**src/rtl/axi4_rch_drop_sender.sv**
```systemverilog
// rtl/axi4_rch_drop_sender.sv - R-channel drop sender: forwards master read bursts, synthesises bursts for dropped reads
// RAB_RDROP_SLVERR_EN makes synthetic beats carry SLVERR instead of OKAY.
module axi4_rch_drop_sender #(
  parameter int C_AXI_ID_WIDTH   = 10,
  parameter int C_AXI_DATA_WIDTH = 64,
  parameter int C_AXI_USER_WIDTH = 4,
  parameter int DROP_FIFO_DEPTH  = 4
) (
  input  logic                        axi4_aclk,
  input  logic                        axi4_arstn,
  input  logic [C_AXI_ID_WIDTH-1:0]   trans_id,
  input  logic [7:0]                  trans_len,
  input  logic                        trans_drop,
  output logic                        trans_ready,
  output logic [C_AXI_ID_WIDTH-1:0]   s_axi4_rid,
  output logic [C_AXI_DATA_WIDTH-1:0] s_axi4_rdata,
  output logic [1:0]                  s_axi4_rresp,
  output logic                        s_axi4_rlast,
  output logic [C_AXI_USER_WIDTH-1:0] s_axi4_ruser,
  output logic                        s_axi4_rvalid,
  input  logic                        s_axi4_rready,
  input  logic [C_AXI_ID_WIDTH-1:0]   m_axi4_rid,
  input  logic [C_AXI_DATA_WIDTH-1:0] m_axi4_rdata,
  input  logic [1:0]                  m_axi4_rresp,
  input  logic                        m_axi4_rlast,
  input  logic [C_AXI_USER_WIDTH-1:0] m_axi4_ruser,
  input  logic                        m_axi4_rvalid,
  output logic                        m_axi4_rready
);

  localparam int AW = $clog2(DROP_FIFO_DEPTH);
  localparam int EW = C_AXI_ID_WIDTH + 8;

`ifdef RAB_RDROP_SLVERR_EN
  localparam logic [1:0] DROP_RESP = 2'b10;
`else
  localparam logic [1:0] DROP_RESP = 2'b00;
`endif

  typedef enum logic [1:0] {ST_IDLE, ST_PASS, ST_DROP} state_t;

  state_t                    r_state;
  state_t                    w_state_next;
  logic [EW-1:0]             r_fifo_mem [DROP_FIFO_DEPTH];
  logic [AW:0]               r_wr_ptr;
  logic [AW:0]               r_rd_ptr;
  logic [7:0]                r_count;

  logic                      w_empty;
  logic                      w_full;
  logic                      w_push;
  logic                      w_pop;
  logic [EW-1:0]             w_head;
  logic [C_AXI_ID_WIDTH-1:0] w_head_id;
  logic [7:0]                w_head_len;
  logic                      w_last_beat;

  // Extra pointer MSB distinguishes full from empty when the indices match.
  assign w_empty     = (r_wr_ptr == r_rd_ptr);
  assign w_full      = (r_wr_ptr[AW] != r_rd_ptr[AW]) &&
                       (r_wr_ptr[AW-1:0] == r_rd_ptr[AW-1:0]);
  assign trans_ready = !w_full;
  assign w_push      = trans_drop && !w_full;
  assign w_head      = r_fifo_mem[r_rd_ptr[AW-1:0]];
  assign w_head_id   = w_head[EW-1:8];
  assign w_head_len  = w_head[7:0];
  assign w_last_beat = (r_count == w_head_len);
  assign w_pop       = (r_state == ST_DROP) && s_axi4_rready && w_last_beat;

  always_ff @(posedge axi4_aclk) begin
    if (w_push) begin
      r_fifo_mem[r_wr_ptr[AW-1:0]] <= {trans_id, trans_len};
    end
  end

  always_ff @(posedge axi4_aclk or negedge axi4_arstn) begin
    if (!axi4_arstn) begin
      r_state  <= ST_IDLE;
      r_wr_ptr <= '0;
      r_rd_ptr <= '0;
      r_count  <= '0;
    end else begin
      r_state <= w_state_next;
      if (w_push) begin
        r_wr_ptr <= r_wr_ptr + 1'b1;
      end
      if (w_pop) begin
        r_rd_ptr <= r_rd_ptr + 1'b1;
      end
      if ((r_state == ST_DROP) && s_axi4_rready) begin
        r_count <= w_last_beat ? 8'd0 : r_count + 8'd1;
      end
    end
  end

  always_comb begin
    w_state_next  = r_state;
    s_axi4_rid    = m_axi4_rid;
    s_axi4_rdata  = m_axi4_rdata;
    s_axi4_rresp  = m_axi4_rresp;
    s_axi4_rlast  = m_axi4_rlast;
    s_axi4_ruser  = m_axi4_ruser;
    s_axi4_rvalid = m_axi4_rvalid;
    m_axi4_rready = s_axi4_rready;
    case (r_state)
      ST_IDLE: begin
        // Pending drops win at a burst boundary; this cycle is the bubble.
        if (!w_empty) begin
          s_axi4_rvalid = 1'b0;
          m_axi4_rready = 1'b0;
          w_state_next  = ST_DROP;
        end else if (m_axi4_rvalid && !(s_axi4_rready && m_axi4_rlast)) begin
          w_state_next = ST_PASS;
        end
      end
      ST_PASS: begin
        if (m_axi4_rvalid && s_axi4_rready && m_axi4_rlast) begin
          w_state_next = ST_IDLE;
        end
      end
      ST_DROP: begin
        s_axi4_rid    = w_head_id;
        s_axi4_rdata  = '0;
        s_axi4_rresp  = DROP_RESP;
        s_axi4_rlast  = w_last_beat;
        s_axi4_ruser  = '0;
        s_axi4_rvalid = 1'b1;
        m_axi4_rready = 1'b0;
        if (s_axi4_rready && w_last_beat) begin
          w_state_next = ST_IDLE;
        end
      end
      default: w_state_next = ST_IDLE;
    endcase
  end

endmodule

```
**config.mk**
```make
export PLATFORM = sky130hd
export DESIGN_NAME = axi4_rch_drop_sender
export DESIGN_NICKNAME = d
export VERILOG_FILES = /design/src/rtl/axi4_rch_drop_sender.sv
export SDC_FILE = /design/constraint.sdc
export NUM_CORES = 1
export LEC_CHECK = 0
export BUFFER_PORTS_ARGS = -buffer_cell sky130_fd_sc_hd__buf_2
export CORE_ASPECT_RATIO = 2
export CORE_MARGIN = 3
export CORE_UTILIZATION = 44
export DETAILED_ROUTE_END_ITERATION = 10
export PLACE_DENSITY = 0.77
export SETUP_SLACK_MARGIN = 0.15
export SLEW_MARGIN = 20
export SYNTH_ARGS = -nofsm -noshare
export SYNTH_HDL_FRONTEND = slang
export SYNTH_SLANG_ARGS = --single-unit
```
**constraint.sdc**
```tcl
create_clock -name axi4_aclk -period 2.94 [get_ports axi4_aclk]
set_input_delay 0.588 -clock axi4_aclk [delete_from_list [all_inputs] [get_ports axi4_aclk]]
set_output_delay 0.588 -clock axi4_aclk [all_outputs]
set_load 0.1 [all_outputs]
```
After elaboration in Yosys (flattened, before gate mapping) --
Memory sizes are Yosys's and may differ from the RTL's. Cells that the tools add are included.
Storage, ports and cells: logic and storage cells 47, memories kept 1, RAM bits 72, output and inout bits 84, register bits 16, input bits 104
Memory list:
- r_fifo_mem | depth 4, bits a word 18, read ports 1, clocked after memory_dff 0, write ports 1, line 44 | logic [EW-1:0] r_fifo_mem [DROP_FIFO_DEPTH];
Cells by class: add/subtract/negate cells 3, reductions and logical operators 13, mux-type cells 17, eq/ne operators 9
Operator list (count):
- $mux 64 | 1
- $mux 10 | 1
- $mux 2 | 5
- $logic_and 1x1->1 | 9
- $add 8x1->8 const B | 1
- $eq 8x8->1 | 1
- $mux 8 | 1
- $add 3x1->3 const B | 2
- $pmux 2 s3 | 1
- $mux 1 | 5
- $mux 4 | 1
- $pmux 1 s2 | 2
- $eq 3x3->1 | 1
- $ne 3x3->1 const B | 1
- $reduce_and 3->1 | 1
- $eq 2x1->1 const B | 1
- $eq 2x2->1 | 1
- $eq 2x2->1 const B | 1
- $logic_not 1->1 | 2
- $logic_not 2->1 | 1
- $ne 2x1->1 const B | 1
- $ne 2x2->1 const B | 1
- $ne 1x1->1 | 1

Longest topological paths before layout --
depth in word-level cells 6, gate-level depth with buffers 6, mapped depth without buffers 6

Worst setup path after synthesis --
Ideal clock, no wire load.
path kind register to output, start reg r_rd_ptr[0], end out s_axi4_rlast, required time 2.352 ns, path buffers 1, arrival time 3.760 ns, stages on the path, launching flop included 6, slack -1.408 ns, path through dfrtp_1 > buf_6 > mux4_1 > xnor2_1 > nand4_2 > o31ai_1
On the way: word-level cells in the longest chain between the ends 3
Ends and longest elaborated chain:
- start: declaration | line 46 | logic [AW:0] r_rd_ptr;
- start signal: assignment | line 88 | r_rd_ptr <= r_rd_ptr + 1'b1;
- $mem_v2 4x18
- $eq 8x8->1 | line 67 | assign w_last_beat = (r_count == w_head_len);
- $mux 1 | line 105 | case (r_state)
- end: declaration | line 18 | output logic s_axi4_rlast,
Every way passes these cells.

Worst setup path in the final report --
Ends and elaborated chain as after synthesis.

==> results.py <==
metrics = {
    "outcome": {
        "status": "completed",
    },
    "place": {
        "port-buffer-count": 187,
        "routabilityCongestion": 0.801,
        "place_area_um2": 5350,
        "dp_hpwl_mm": 7.76,
    },
    "route": {
        "first_iter_violations": 170,
        "drc_errors": 0,
        "vias": 3002,
        "via_per_inst": 5.12,
        "wl_per_cell_um": 17.5,
        "firstDrtPassIters": 4,
        "ant_nets": 0,
        "wl_mm": 10.3,
    },
    "power": {
        "peakVddDrop_v": 0.000736,
        "p_leak_nw": 2.57,
        "p_sw_w": 0.00184,
        "pwr-share-clk_pct": 23.2,
        "p_per_area_nw_per_um2": 822,
        "seq_power_share_pct": 38.4,
        "p_int_w": 0.00285,
        "swShare_pct": 39.2,
        "total_power_w": 0.00469,
        "p_comb_share_pct": 38.4,
    },
    "die": {
        "dieArea_um2": 10700,
        "pin_count": 188,
        "dieHeight_um": 143,
        "dieWidth_um": 74.7,
        "fp.coreArea_um2": 9070,
        "rows": 49,
        "initial_core_util_pct": 45.8,
    },
    "critical_path": {
        "critPathMaxFanout": 4,
        "cp-endpoint": "s_axi4_rlast",
        "crit_start": "r_rd_ptr[0]",
        "crit_chain": "buf_4 > mux4_2 > xnor2_1 > nand4_2 > o31ai_4 > buf_12",
        "cp.required_ns": 2.35,
        "end_kind": "output port",
        "cpMaxStageDelayCell": "mux4_2",
        "worstSetupPathType": "flip-flop to output port",
        "cp_data_arrival_time_ns": 2.24,
        "reg2reg_depth": 8,
        "worst_r2r_endpoint": "r_rd_ptr[1]",
        "startpoint_type": "flip-flop",
        "path_depth": 6,
        "r2r_slack_ns": 0.56,
        "max_stage_delay_ns": 0.50,
        "r2r_start": "r_rd_ptr[0]",
        "cp_top_family": "multiplexers",
        "critPathBufInv": 2,
    },
    "finish": {
        "fill_cells": 670,
        "diodes": 0,
        "area_growth_pct": 37.3,
        "drive_above_1_share_pct": 53.5,
        "nNetsFinal": 589,
        "finalInstanceArea_um2": 5700,
    },
    "logic_synthesis": {
        "synth_seq_cells": 88,
        "yosys.area.top_type_share_pct": 52.1,
        "synthTopCellsByCount": "and2_1 (72), edfxtp_1 (72), dfrtp_1 (16), mux4_2 (14), xnor2_1 (14)",
        "ys_seq_area_share_pct": 61.7,
        "ys_warn_count": 0,
        "async_flop_share_pct": 18.2,
        "synth_cells": 281,
        "synth-edff-count": 72,
        "synth_top_cell_by_area": "edfxtp_1",
        "syn_avg_cell_area_um2": 14.8,
        "syn_area_um2": 4150,
        "yosys_most_used_dff": "edfxtp_1",
        "synth_area_leaders": "edfxtp_1 (52%), and2_1 (11%), dfrtp_1 (9.6%)",
        "synth.distinct_cells": 30,
        "syn-num-nets": 391,
    },
    "clocking": {
        "cts.htree.levels": 3,
        "clk_pin_slew_ns": 0.07,
        "cts.sinks": 88,
        "clock_path_buffers": 2,
        "cts_tree": "built",
        "numCtsBuffers": 9,
        "cts-root-buf": "clkbuf_16",
        "clk_latency_ns": 0.34,
        "ctsHoldBuffers": 0,
    },
    "sta": {
        "fin_crit_ns": 2.83,
        "worst_pin_slew_ns": 0.517,
        "hold_ws_ns": 0.160,
        "min_period_over_period_pct": 96.2,
        "slew_violations": 0,
        "skew_ns": 0.00769,
        "fin_tns_setup_ns": 0,
        "timing.fmax_mhz": 354,
        "setup_violations": 0,
        "hold_viol": 0,
        "rsz0062_at_grt": "true",
        "slew_headroom_pct": 65.8,
    },
    "global_route": {
        "grt_pass1_vias": 2919,
        "grtUsageTotal_pct": 18.8,
        "grt_max_degree": 59,
        "grt_pass1_wl_mm": 14.6,
        "antenna_found_initial": 0,
        "overflow": 0,
    },
    "worst_hold_path": {
        "holdCritPathClass": "input pin to asynchronous set/reset pin",
    },
    "run": {
        "cap_violations": 0,
    },
}
## stage by stage
| step | util [%] | setup WS [ns] | instances |
|---|---|---|---|
| 2_1_floorplan | - | -0.00264 | 281 |
| 3_3_place_gp | 58.9 | 0.351 | 567 |
| 3_5_place_dp | 58.9 | 0.337 | 567 |
| 4_1_cts | 62.5 | 0.0883 | 586 |
| 5_1_grt | 62.8 | 0.0105 | 586 |
| 6_report | 62.8 | 0.113 | 586 |
## per-layer routing
layer | track usage (%) | up-vias | wire length [µm] | share of wire, %
met3 | 4.06 | 18 | 677 | 6.6
met2 | 33.5 | 145 | 5760 | 56
li1 | - | 1411 | - | -
met4 | 9.01 | 0 | 259 | 2.5
met5 | 0 | - | 0 | 0
met1 | 20.4 | 1428 | 3580 | 35
## layout make-up
type	instances	area (µm²)	area share [%]
Clock buffer	9	225	3.95
Clock inverter	7	70.1	1.23
Inverter	3	11.3	0.197
Multi-Input combinational cell	177	1600	28.1
Sequential cell	88	2560	45.0
Tap cell	102	128	2.24
Timing Repair Buffer	200	1100	19.3
## cells by family after synthesis
logic type / Yosys count / synth area share (%)
AO/OA/AOI/OAI: 11 / 1.60
multiplexers: 29 / 13.2
AND/OR/NAND/NOR: 111 / 15.8
flip-flops: 88 / 61.7
XOR/XNOR: 20 / 4.22
buffers and inverters: 16 / 1.63
adder cells (fa/ha/maj): 6 / 1.81
## worst min-delay path by stage
stage / start / end / slack (ns) / depth (start not counted)
floorplan: axi4_arstn / r_count[0] / 0.29 / 0
global placement: r_rd_ptr[2] / r_rd_ptr[2] / 0.48 / 1
detailed placement: r_rd_ptr[2] / r_rd_ptr[2] / 0.49 / 1
CTS: axi4_arstn / r_wr_ptr[2] / 0.17 / 1
global route: axi4_arstn / r_rd_ptr[0] / 0.18 / 1
finish: axi4_arstn / r_wr_ptr[2] / 0.16 / 1
## placed cells by master, fill, tap and decap left out, types with 4 or more instances in the layout
cell type / n
and2_1: 72
and3_1: 5
buf_12: 4
buf_2: 182
buf_4: 11
clkbuf_16: 9
dfrtp_1: 15
edfxtp_1: 72
ha_1: 6
mux2_2: 10
mux4_2: 17
nand2_1: 11
nand3_1: 4
nor2_1: 9
o21ai_0: 5
xnor2_1: 7
xnor2_2: 7
xor2_1: 6
## power by group through the flow
stage | clock (W) | sequential [W] | combinational [W]
floorplan | 0 | 0.00176 | 0.00140
global placement | 0 | 0.00180 | 0.00173
detailed placement | 0 | 0.00181 | 0.00175
CTS | 0.00111 | 0.00179 | 0.00179
global route | 0.00117 | 0.00182 | 0.00192
finish | 0.00109 | 0.00180 | 0.00180
## what timing repair did
action | 4_1_cts | 5_1_grt
endpoints found under the setup margin | 7 | 16
gates resized for setup | 5 | 6
pin swaps | 5 | 0
cloned | 1 | 0
setup buffers | 2 | 0
## state kept, by name (all words and copies together) (netlist names)
register    flops
r_count         8
r_fifo_mem     72
r_rd_ptr        3
r_state         2
r_wr_ptr        3
Note: power is estimated with default switching activity, not from simulation.
